`config.mk`:
```
export PLATFORM = sky130hd
export DESIGN_NAME = photons_axis_block_detector
export DESIGN_NICKNAME = d
export VERILOG_FILES = /design/src/rtl/photons_dbg_pkg.sv /design/src/rtl/photons_axis_stall_counter.sv /design/src/rtl/photons_axis_block_detector.sv
export SDC_FILE = /design/constraint.sdc
export NUM_CORES = 1
export LEC_CHECK = 0
export ABC_AREA = 0
export CAP_MARGIN = 0
export CORE_UTILIZATION = 25
export DETAILED_ROUTE_END_ITERATION = 8
export PLACE_DENSITY = 0.4
export SLEW_MARGIN = 25
export SYNTH_ARGS = -nofsm -noshare
export SYNTH_HDL_FRONTEND = slang
export SYNTH_HIERARCHICAL = 1
export SYNTH_SLANG_ARGS = --single-unit
```
`constraint.sdc`:
```
create_clock -name clock -period 2.7 [get_ports clock]
set_clock_uncertainty 0.1 [all_clocks]
set_input_delay 0.27 -clock clock [delete_from_list [all_inputs] [get_ports clock]]
set_output_delay 0.27 -clock clock [all_outputs]
set_load 0.02 [all_outputs]
```
`src/rtl/photons_dbg_pkg.sv`:
```
// Shared debug definitions for the photons_maxi_id stall/deadlock monitors.
package photons_dbg_pkg;

   // Default stall threshold, kept in step with the hls_deadlock monitor configuration.
   localparam int unsigned DBG_THRESH_DEFAULT = 1024;

   typedef enum logic {
      IDLE   = 1'b0,
      REPORT = 1'b1
   } rpt_state_e;

   function automatic int unsigned chan_w(input int unsigned n);
      return (n > 1) ? $clog2(n) : 1;
   endfunction

endpackage

```
`src/rtl/photons_axis_stall_counter.sv`:
```
// Per-channel saturating stall counter with registered threshold flag.
module photons_axis_stall_counter
   import photons_dbg_pkg::*;
#(
   parameter int unsigned CNT_W  = 16,
   parameter int unsigned THRESH = DBG_THRESH_DEFAULT
) (
   input  logic             clock,
   input  logic             reset,
   input  logic             clear_i,
   input  logic             tvalid_i,
   input  logic             tready_i,
   output logic [CNT_W-1:0] cnt_o,
   output logic             block_o,
   output logic             block_d_o
);

   localparam logic [CNT_W-1:0] THRESH_C = CNT_W'(THRESH);
   localparam logic [CNT_W-1:0] ONE_C    = CNT_W'(1);

   logic [CNT_W-1:0] cnt_q, cnt_d;
   logic             block_q, block_d;
   logic             stall;

   always_comb begin
      stall = tvalid_i ^ tready_i;
      cnt_d = '0;
      if (!clear_i && stall) begin
         cnt_d = (cnt_q == '1) ? cnt_q : cnt_q + ONE_C;
      end
      block_d = (cnt_d >= THRESH_C);
   end

   always_ff @(posedge clock) begin
      if (reset) begin
         cnt_q   <= '0;
         block_q <= 1'b0;
      end else begin
         cnt_q   <= cnt_d;
         block_q <= block_d;
      end
   end

   assign cnt_o     = cnt_q;
   assign block_o   = block_q;
   assign block_d_o = block_d;

endmodule

```
`src/rtl/photons_axis_block_detector.sv`:
```
// AXI-Stream stall detector: per-channel block flags plus a first-stall report handshake.
module photons_axis_block_detector
   import photons_dbg_pkg::*;
#(
   parameter int unsigned NUM_CH = 4,
   parameter int unsigned CNT_W  = 16,
   parameter int unsigned THRESH = DBG_THRESH_DEFAULT
) (
   input  logic                        clock,
   input  logic                        reset,
   input  logic                        enable,
   input  logic [NUM_CH-1:0]           ch_tvalid,
   input  logic [NUM_CH-1:0]           ch_tready,
   output logic [NUM_CH-1:0]           axis_block_sigs,
   output logic                        any_block,
   output logic                        report_valid,
   output logic [chan_w(NUM_CH)-1:0]   report_chan,
   output logic [CNT_W-1:0]            report_cycles,
   input  logic                        report_ack
);

   localparam int unsigned CH_W = chan_w(NUM_CH);

   logic [CNT_W-1:0]  ch_cnt [NUM_CH];
   logic [NUM_CH-1:0] blk_d;

   for (genvar i = 0; i < NUM_CH; i++) begin : g_ch
      photons_axis_stall_counter #(
         .CNT_W  (CNT_W),
         .THRESH (THRESH)
      ) u_cnt (
         .clock     (clock),
         .reset     (reset),
         .clear_i   (~enable),
         .tvalid_i  (ch_tvalid[i]),
         .tready_i  (ch_tready[i]),
         .cnt_o     (ch_cnt[i]),
         .block_o   (axis_block_sigs[i]),
         .block_d_o (blk_d[i])
      );
   end

   rpt_state_e        state_q, state_d;
   logic [NUM_CH-1:0] mask_q, mask_d, cand, pick_oh;
   logic [CH_W-1:0]   pick_idx, chan_q, chan_d;
   logic [CNT_W-1:0]  pick_cnt, cycles_q, cycles_d;
   logic              valid_q, valid_d, any_q, latch;

   // Descending scan so the lowest-index candidate is the last one written.
   always_comb begin
      cand     = axis_block_sigs & ~mask_q;
      pick_idx = '0;
      pick_cnt = '0;
      pick_oh  = '0;
      for (int unsigned i = NUM_CH; i > 0; i--) begin
         if (cand[i-1]) begin
            pick_idx     = CH_W'(i - 1);
            pick_cnt     = ch_cnt[i-1];
            pick_oh      = '0;
            pick_oh[i-1] = 1'b1;
         end
      end
   end

   always_ff @(posedge clock) begin
      if (reset || !enable) begin
         state_q <= IDLE;
      end else begin
         state_q <= state_d;
      end
   end

   always_comb begin
      state_d = state_q;
      case (state_q)
         IDLE:    if (|cand) state_d = REPORT;
         REPORT:  if (report_ack) state_d = IDLE;
         default: state_d = IDLE;
      endcase
   end

   always_comb begin
      latch    = (state_q == IDLE) && (|cand);
      mask_d   = (mask_q & axis_block_sigs) | (latch ? pick_oh : '0);
      chan_d   = latch ? pick_idx : chan_q;
      cycles_d = latch ? pick_cnt : cycles_q;
      valid_d  = (state_d == REPORT);
   end

   always_ff @(posedge clock) begin
      if (reset || !enable) begin
         mask_q   <= '0;
         any_q    <= 1'b0;
         valid_q  <= 1'b0;
         chan_q   <= '0;
         cycles_q <= '0;
      end else begin
         mask_q   <= mask_d;
         any_q    <= |blk_d;
         valid_q  <= valid_d;
         chan_q   <= chan_d;
         cycles_q <= cycles_d;
      end
   end

   assign any_block     = any_q;
   assign report_valid  = valid_q;
   assign report_chan   = chan_q;
   assign report_cycles = cycles_q;

endmodule

```
After elaboration in Yosys (flattened, before gate mapping)
Index checks and enable logic that the tools add are counted.
Storage, ports and cells
  register bits: 92
  memory bits (writable): 0
  memory bits (read-only): 0
  input port bits: 12
  output and inout port bits: 24
  latch bits: 0
  memories: 0
Cells by class
  reduce and logical (&&, ||, !) cells: 9
  divide/modulo/power cells: 0
  bitwise gates (word level): 9
  multiplexer cells: 24
  magnitude comparators: 4
  $mul: 0
  shift-type cells: 0
  add/subtract/negate cells: 4
  equality and inequality tests: 4
Operators with widths (count)
  $mux 16: 12
  $add 16x1->16 const B: 4
  $eq 16x16->1 const B: 4
  $ge 16x11->1 const B: 4
  $mux 4: 5
  $and 4x4->4: 2
  $mux 2: 4
  $reduce_or 4->1: 2
  $logic_and 1x1->1: 5
  $not 4->4: 1
  $or 4x4->4: 1
  $xor 1x1->1: 4
  $mux 1: 2
  $pmux 1 s2: 1
  $logic_not 1->1: 1
  $logic_or 1x1->1: 1
  $not 1->1: 1

Depth between registers and ports, before layout
Gate-level depths: netlist of the first run.
  word-level depth: 8
  depth in mapped cells: 8

By module
Netlist of the first run, hierarchy kept.
By module, submodules not included
  photons_axis_stall_counter: times used 4, area an instance 922.1 µm², seq. area each 340.3 µm², cells each 103
  photons_axis_block_detector: times used 1, area an instance 1403.8 µm², seq. area each 480.5 µm², cells each 167

Least setup slack after synthesis of the first run
No wires, ideal clock.
  kind: reg-to-reg
  from: register g_ch[1].u_cnt.cnt_q[0]
  to: register any_q (netlist: any_block)
  buffers on the path: 0
  setup slack: 0.550 ns
  arrival time: 1.928 ns
  period minus slack after synthesis: 2.150 ns
  stages on the path, launching flop included: 9
  setup time: 0.121 ns
  cells stage by stage: dfxtp_1 ha_1 nand2_1 nor4_1 mux2_2 a2111oi_2 nor2_1 nor4_1 nor2_1
On the way
  cells in the longest elaborated chain, start to end: 5
  elaborated cells on any way between the ends: 6
  classes of those cells: add/sub: 1; order compare: 1; eq/ne: 1; mux: 2; reduce/logical: 1
RTL lines
  start, declared: line photons_axis_stall_counter.sv:21  | logic [CNT_W-1:0] cnt_q, cnt_d;
  start signal, assigned: line photons_axis_stall_counter.sv:39  | cnt_q <= cnt_d;
  $add 16x1->16 or $eq 16x16->1 (tied branches): line photons_axis_stall_counter.sv:29  | cnt_d = (cnt_q == '1) ? cnt_q : cnt_q + ONE_C;
  $mux 16 (*): line photons_axis_stall_counter.sv:29
  $mux 16 (*): line photons_axis_stall_counter.sv:28  | if (!clear_i && stall) begin
  $ge 16x11->1 (*): line photons_axis_stall_counter.sv:31  | block_d = (cnt_d >= THRESH_C);
  via blk_d[1]: line photons_axis_block_detector.sv:25  | logic [NUM_CH-1:0] blk_d;
  $reduce_or 4->1 (*): line photons_axis_block_detector.sv:99  | any_q <= |blk_d;
  end signal, assigned: line photons_axis_block_detector.sv:99
  end, declared: line photons_axis_block_detector.sv:47  | logic valid_q, valid_d, any_q, latch;
Mark *: on every way through the listed nets, which the timed path passes. The rest lies on a longest branch.
A chain may end at the register's enable or synchronous reset.

Worst setup path in the final report of the first run
  from: register g_ch[3].u_cnt.cnt_q[0]
  to: register any_q (netlist: any_block)
On the way
  cells in the longest elaborated chain, start to end: 5
  elaborated cells on any way between the ends: 6
  classes of those cells: add/sub: 1; order compare: 1; eq/ne: 1; mux: 2; reduce/logical: 1
RTL lines (line)
  start, declared: photons_axis_stall_counter.sv:21
  start signal, assigned: photons_axis_stall_counter.sv:39
  $add 16x1->16 or $eq 16x16->1 (tied branches): photons_axis_stall_counter.sv:29
  $mux 16 (*): photons_axis_stall_counter.sv:29
  $mux 16 (*): photons_axis_stall_counter.sv:28
  $ge 16x11->1 (*): photons_axis_stall_counter.sv:31
  via blk_d[3]: photons_axis_block_detector.sv:25
  $reduce_or 4->1 (*): photons_axis_block_detector.sv:99
Marks and branches as above.

==> results of run 1 <==
[flip-flops by register name, summed over array words and instances (netlist names)]
register	flops
report_valid	1
report_cycles	16
report_chan	2
g_ch.u_cnt/block_o	4
any_block	1
mask_q	4
g_ch.u_cnt/cnt_o	64
[layout make-up]
| class | instances | area, um^2 | area share, % |
|---|---|---|---|
| Sequential cell | 92 | 1842 | 30.46 |
| Multi-Input combinational cell | 456 | 3103 | 51.31 |
| Inverter | 1 | 3.754 | 0.06207 |
| Clock inverter | 4 | 47.55 | 0.7863 |
| Timing Repair Buffer | 50 | 462.9 | 7.656 |
| Tap cell | 265 | 331.6 | 5.483 |
| Clock buffer | 12 | 256.5 | 4.242 |
[report_power, final]
part | total, W | switching, W | internal (W)
clock | 0.00132 | 0.000557 | 0.000766
combinational | 0.0000722 | 0.0000422 | 0.0000300
sequential | 0.00137 | 0.00000491 | 0.00136
[worst min-delay path, delay by kind of cell (launching register included)]
kind	cells	cell delay, ns
compound gates	1	0.05
flops	1	0.32
simple gates	1	0.05
[stage by stage]
stage	setup slack (ns)	util (%)	cell area (um^2)	cells
after detailed placement	0.2628	29.09	5737	864
after global routing	0.0005007	30.67	6047	880
after global placement	0.3076	29.09	5737	864
final	0.2573	30.67	6047	880
after CTS	0.2404	30.64	6041	880
after floorplan	0.5505	-	5092	579
[worst max path at each step]
stage,endpoint,slack [ns],depth (start not counted)
after global placement,any_block,0.31,8
final,any_block,0.26,8
after global routing,any_block,0.0005,8
after CTS,any_block,0.24,8
after detailed placement,any_block,0.26,8
after floorplan,any_block,0.55,8
[logic make-up after synthesis]
group / synth area share (%)
AO/OA/AOI/OAI: 21.45
AND/OR/NAND/NOR: 30.56
buffers and inverters: 3.071
multiplexers: 0.8845
flip-flops: 36.17
XOR/XNOR: 6.879
adder cells (fa/ha/maj): 0.9828
[routing by layer]
| metal | global-route usage (%) | share of wire [%] | vias to the layer above |
|---|---|---|---|
| li1 | - | - | 2185 |
| met1 | 21.09 | 50 | 2025 |
| met2 | 23.66 | 45 | 54 |
| met3 | 2.040 | 2.4 | 18 |
| met4 | 7.812 | 3.0 | 0 |
| met5 | 0 | 0 | - |
[placed cells by master (no fill, tap or decap), types with 5 or more instances in the layout]
cell type / n
or2_2: 8
nor2b_1: 8
nand2_1: 42
xor2_1: 16
nor2_2: 5
a211oi_1: 12
a21o_1: 13
nor3_2: 12
nand2b_1: 13
clkbuf_16: 9
xnor2_1: 24
a21oi_1: 46
o21ai_0: 13
clkdlybuf4s50_1: 35
nor2_1: 65
o211ai_1: 5
a221oi_2: 5
nor3_1: 12
nor4_2: 9
and3_1: 9
buf_4: 15
dfxtp_1: 92
nand4_4: 8
nand3_1: 41
a31oi_1: 12
a221oi_1: 8
[what timing repair did]
action	4_1_cts	5_1_grt
gates resized for setup	0	1
setup endpoints to repair	0	1
setup buffers	0	0
endpoints found under the hold margin	0	0
==> summary.txt, run 1 <==
Setup path
  • Startpoint type of the worst setup path: register
  • Worst path bufs/invs: 0
  • Critical path's slowest cell: dfxtp_1
  • Largest stage delay, worst path: 0.39 ns
  • CP Max Fanout: 5
  • CP endpoint kind: register
  • Crit path DAT: 2.58 ns
  • Top delay family on crit path: simple AND/OR/NAND/NOR gates
  • Crit path cell chain: ha_1 > nand2_1 > nor4_1 > mux2_2 > a2111oi_2 > nor2_1 > nor4_1 > nor2_1
  • Worst R2R End: any_block
  • Register-to-Register Path Depth: 8
  • Internal reg-to-reg setup slack: 0.26 ns
  • Crit. Startpoint: g_ch[3].u_cnt/cnt_o[0]
  • R2r startpoint: g_ch[3].u_cnt/cnt_o[0]
  • CP Class: register to register
  • Req. time, crit path: 2.84 ns

Die
  • DIE AREA: 0.02094 mm^2
  • Die width: 144.7 um
  • Site Rows: 51
  • Die height: 144.7 um
  • Initial Util: 25.83%
  • Core footprint: 0.01972 mm^2
  • IO Count: 36

Timing
  • Final setup vio count: 0
  • Final TNS setup: 0 ns
  • Final hold viol count: 0
  • Fin. max-slew vios: 0
  • Rel. slew slack: 48.90%
  • Worst hold slack: 0.3698 ns
  • Tightest Pin Transition: 0.7666 ns
  • Max frequency: 409.4 MHz
  • Final min period: 2.443 ns
  • Final Cycle Share: 90.47%
  • RSZ-0062 raised after global routing: no

Logic synthesis
  • Mapped cell area: 0.005092 mm^2
  • Cell variety after synth: 50
  • Post-synth EDFFs: 0
  • Top_reg_cell synth: dfxtp_1
  • Count leader, synth: dfxtp_1
  • Top cell type's share of synthesized area: 36.17%
  • YS warnings: 6
  • List of most frequent post-synthesis cells: 92 x dfxtp_1, 65 x nor2_1, 46 x a21oi_1
  • Register bit total from synthesis: 92
  • FFs w/ async S/R, synth: 0%
  • Avg Inst Size Synth: 8.795 um^2
  • Cells after synthesis: 579
  • Top cells by area, synth: dfxtp_1 36%, nor2_1 4.8%, a21oi_1 4.5%
  • Mapped Nets: 595
  • Synth area leader: dfxtp_1
  • Sequential element share of the synthesized area: 36.17%

Route
  • Final routed DRC violation total: 0
  • Via count: 4,282
  • Detailed Routing Iterations Pass 1: 4
  • Routed len/inst: 16.88 um
  • Post-Route WL: 14,850 um
  • Final ANT Viol Nets: 0
  • Vias/cell: 4.866
  • DR iter-0 viols: 195

Worst hold path
  • Worst hold path stage count: 2
  • Hold Crit Class: register to register
  • Hold-critical path endpoint: report_chan[0]
  • HP Start: report_chan[0]

Final layout
  • Layout cells sized above 1: 17.24%
  • N_diodes: 0
  • Fillers: 2,104
  • Layout area overhead: 18.75%
  • Nets@finish: 626

Clock tree
  • Cts hold-fix bufs: 0
  • H-tree Lvls: 3
  • Clock transition at path regs: 0.07 ns
  • Clock Path Buffers: 2
  • CTS sink cnt: 92
  • CTS Buf Count: 9
  • Clock latency on the worst-skew pair: 0.35 ns
  • Root Buffer: clkbuf_16
  • TritonCTS clock tree: done

Global route
  • Number of global-route vias before repair: 4,239
  • First-pass GRT wire length: 24,250 um
  • Total gr overflow: 0
  • GRT Util Overall: 15.42%
  • Antenna violations before repair: 0
  • Largest net degree at the start of global routing: 20

Placement
  • Port Buffers: 35
  • Detail Placement HPWL: 11,410 um
  • Routability Congestion: 0.8458

Pwr
  • Pwr Total: 0.002761 W
  • Peak supply drop: 0.2770 mV
  • Pleak: 2.014 nW
  • Cell Pwr Density: 456.5 mW/mm^2

Outcome
  • Status: finished, final reports clean

Flow run
  • Max-cap viol count: 0
Power figures use the tool's default switching activity.
==> inputs of run 2 (changes only) <==
--- a/config.mk
+++ b/config.mk
@@ -7,6 +7,8 @@
 export LEC_CHECK = 0
 export ABC_AREA = 0
 export CAP_MARGIN = 0
+export CORE_ASPECT_RATIO = 1.25
+export CORE_MARGIN = 3
 export CORE_UTILIZATION = 25
 export DETAILED_ROUTE_END_ITERATION = 8
 export PLACE_DENSITY = 0.4
==> run 2 against run 1 <==
  * Non-clock buffer count is the same
  * Final cell count shrank 0.34%
  * First-iteration DRC count grew 54%
  * Final area shrank 1.1%
  * Sequential share of layout area rose by 0.32 points
  * Clock power decreased by 14%
  * Worst setup slack improved by 0.023 ns
  * Critical path type unchanged
  * Largest power group unchanged
==> summary.txt, run 2 (synthesis gave the netlist of run 1 again) <==
Outcome
  • Status: finished, final reports clean

Worst hold path
  • Hold Crit Class: register to register
  • Hold-critical path endpoint: report_chan[0]
  • Worst hold path stage count: 2
  • HP Start: report_chan[0]

Pwr
  • Cell Pwr Density: 429.9 mW/mm^2
  • Pwr Total: 0.002572 W
  • Pleak: 1.981 nW
  • Peak supply drop: 0.2753 mV

Clock tree
  • Clock Path Buffers: 2
  • CTS Buf Count: 9
  • Root Buffer: clkbuf_16
  • Clock transition at path regs: 0.06 ns
  • H-tree Lvls: 3
  • CTS sink cnt: 92
  • Clock latency on the worst-skew pair: 0.34 ns
  • TritonCTS clock tree: done
  • Setup Buffers After CTS: 0

Setup path
  • CP endpoint kind: register
  • Crit path DAT: 2.55 ns
  • Worst path bufs/invs: 0
  • Register-to-Register Path Depth: 8
  • Top delay family on crit path: simple AND/OR/NAND/NOR gates
  • CP Max Fanout: 5
  • Critical path's slowest cell: dfxtp_1
  • Internal reg-to-reg setup slack: 0.28 ns
  • R2r startpoint: g_ch[3].u_cnt/cnt_o[0]
  • Startpoint type of the worst setup path: register
  • Req. time, crit path: 2.83 ns
  • Worst R2R End: any_block
  • Crit path cell chain: ha_1 > nand2_1 > nor4_1 > mux2_2 > a2111oi_2 > nor2_1 > nor4_1 > nor2_1
  • Largest stage delay, worst path: 0.39 ns
  • CP Class: register to register

Route
  • Post-Route WL: 15,490 um
  • Via count: 4,336
  • Vias/cell: 4.944
  • Routed len/inst: 17.66 um
  • Detailed Routing Iterations Pass 1: 5
  • Final ANT Viol Nets: 0
  • Final routed DRC violation total: 0
  • DR iter-0 viols: 301

Placement
  • Detail Placement HPWL: 11,760 um
  • Port Buffers: 35
  • Routability Congestion: 0.8143
  • DP Cell Count: 864

Die
  • IO Count: 36
  • Die width: 133.7 um
  • Die height: 165.6 um
  • Initial Util: 25.78%
  • Core footprint: 0.01976 mm^2
  • DIE AREA: 0.02213 mm^2
  • Site Rows: 57

Timing
  • Final hold viol count: 0
  • Final Cycle Share: 89.63%
  • Rel. slew slack: 50.26%
  • RSZ-0062 raised after global routing: no
  • Final min period: 2.420 ns
  • Final TNS setup: 0 ns
  • Final setup vio count: 0
  • Fin. max-slew vios: 0
  • Max frequency: 413.2 MHz
  • Tightest Pin Transition: 0.7462 ns

Final layout
  • Most frequent cells in the layout: 92 x dfxtp_1, 65 x nor2_1, 46 x a21oi_1, 42 x nand2_1, 41 x nand3_1
  • Number of flip-flops in the largest register: 64
  • FF/Latch Area: 0.001842 mm^2
  • Footprint of the multi-input gates: 0.003103 mm^2
  • Most common cell after layout, fill and taps aside: dfxtp_1
  • Layout cells sized above 1: 16.34%
  • Non-filler cells in the finished layout: 877
  • N_diodes: 0
  • Nets@finish: 626
  • Fillers: 2,108
  • Layout area overhead: 17.49%

Global route
  • Total gr overflow: 0
  • Largest net degree at the start of global routing: 22
  • Antenna violations before repair: 0
  • First-pass GRT wire length: 24,250 um
  • GRT Util Overall: 14.15%
  • Number of global-route vias before repair: 4,310

Flow run
  • Max-cap viol count: 0
## run 2: changes by cell type in the layout (fill, tap and decap cells not counted), sizes merged
cell	previous run	this run
clkinv	2	0
bufinv	1	0
clkbuf	12	13
clkinvlp	1	0
## run 2: worst max path at each step
stage          cells after the start              startpoint  slack, ns         to
2_1_floorplan                      8  g_ch[1].u_cnt/cnt_o[0]       0.55  any_block
3_3_place_gp                       8  g_ch[0].u_cnt/cnt_o[0]       0.24  any_block
3_5_place_dp                       8  g_ch[0].u_cnt/cnt_o[0]       0.23  any_block
4_1_cts                            8  g_ch[0].u_cnt/cnt_o[0]       0.21  any_block
5_1_grt                            8  g_ch[3].u_cnt/cnt_o[0]       0.01  any_block
6_report                           8  g_ch[3].u_cnt/cnt_o[0]       0.28  any_block
## run 2: layout make-up
type | instances | share of cell area (%)
clock buffer | 13 | 4.015
sequential | 92 | 30.78
tap | 265 | 5.542
inverter | 1 | 0.06274
multi-input combinational | 456 | 51.86
timing repair buffer | 50 | 7.737
## run 2: per-stage QoR
| stage | worst slack, ns | instance area (um^2) | hold slack, ns | utilization, % |
|---|---|---|---|---|
| after floorplan | 0.5505 | 5092 | 0.2395 | - |
| after global placement | 0.2446 | 5737 | 0.3512 | 29.04 |
| after detailed placement | 0.2348 | 5737 | 0.3461 | 29.04 |
| after CTS | 0.2108 | 5977 | 0.3563 | 30.26 |
| after global routing | 0.01259 | 5983 | 0.3775 | 30.29 |
| final | 0.2800 | 5983 | 0.3564 | 30.29 |
## run 2: repair_timing
item,4_1_cts,5_1_grt
resized for setup,0,1
setup endpoints to repair,0,1
hold buffers,0,0
## run 2: report_power, final
group	switching [W]	total [W]	internal, W
Sequential	0.00000497	0.00137	0.00136
Clock	0.000521	0.00113	0.000612
Combinational	0.0000434	0.0000735	0.0000301
## run 2: layer usage
layer	part of all wire, %	track usage (%)
met5	0	0
met4	1.4	4.818
met3	4.3	2.030
met2	52	25.62
met1	43	17.21
## run 2: tightest hold or removal path, cell delays in order, from the launching register on
cell and delay [ns]:
dfxtp_1 0.31, nand2_1 0.05, a21oi_1 0.05
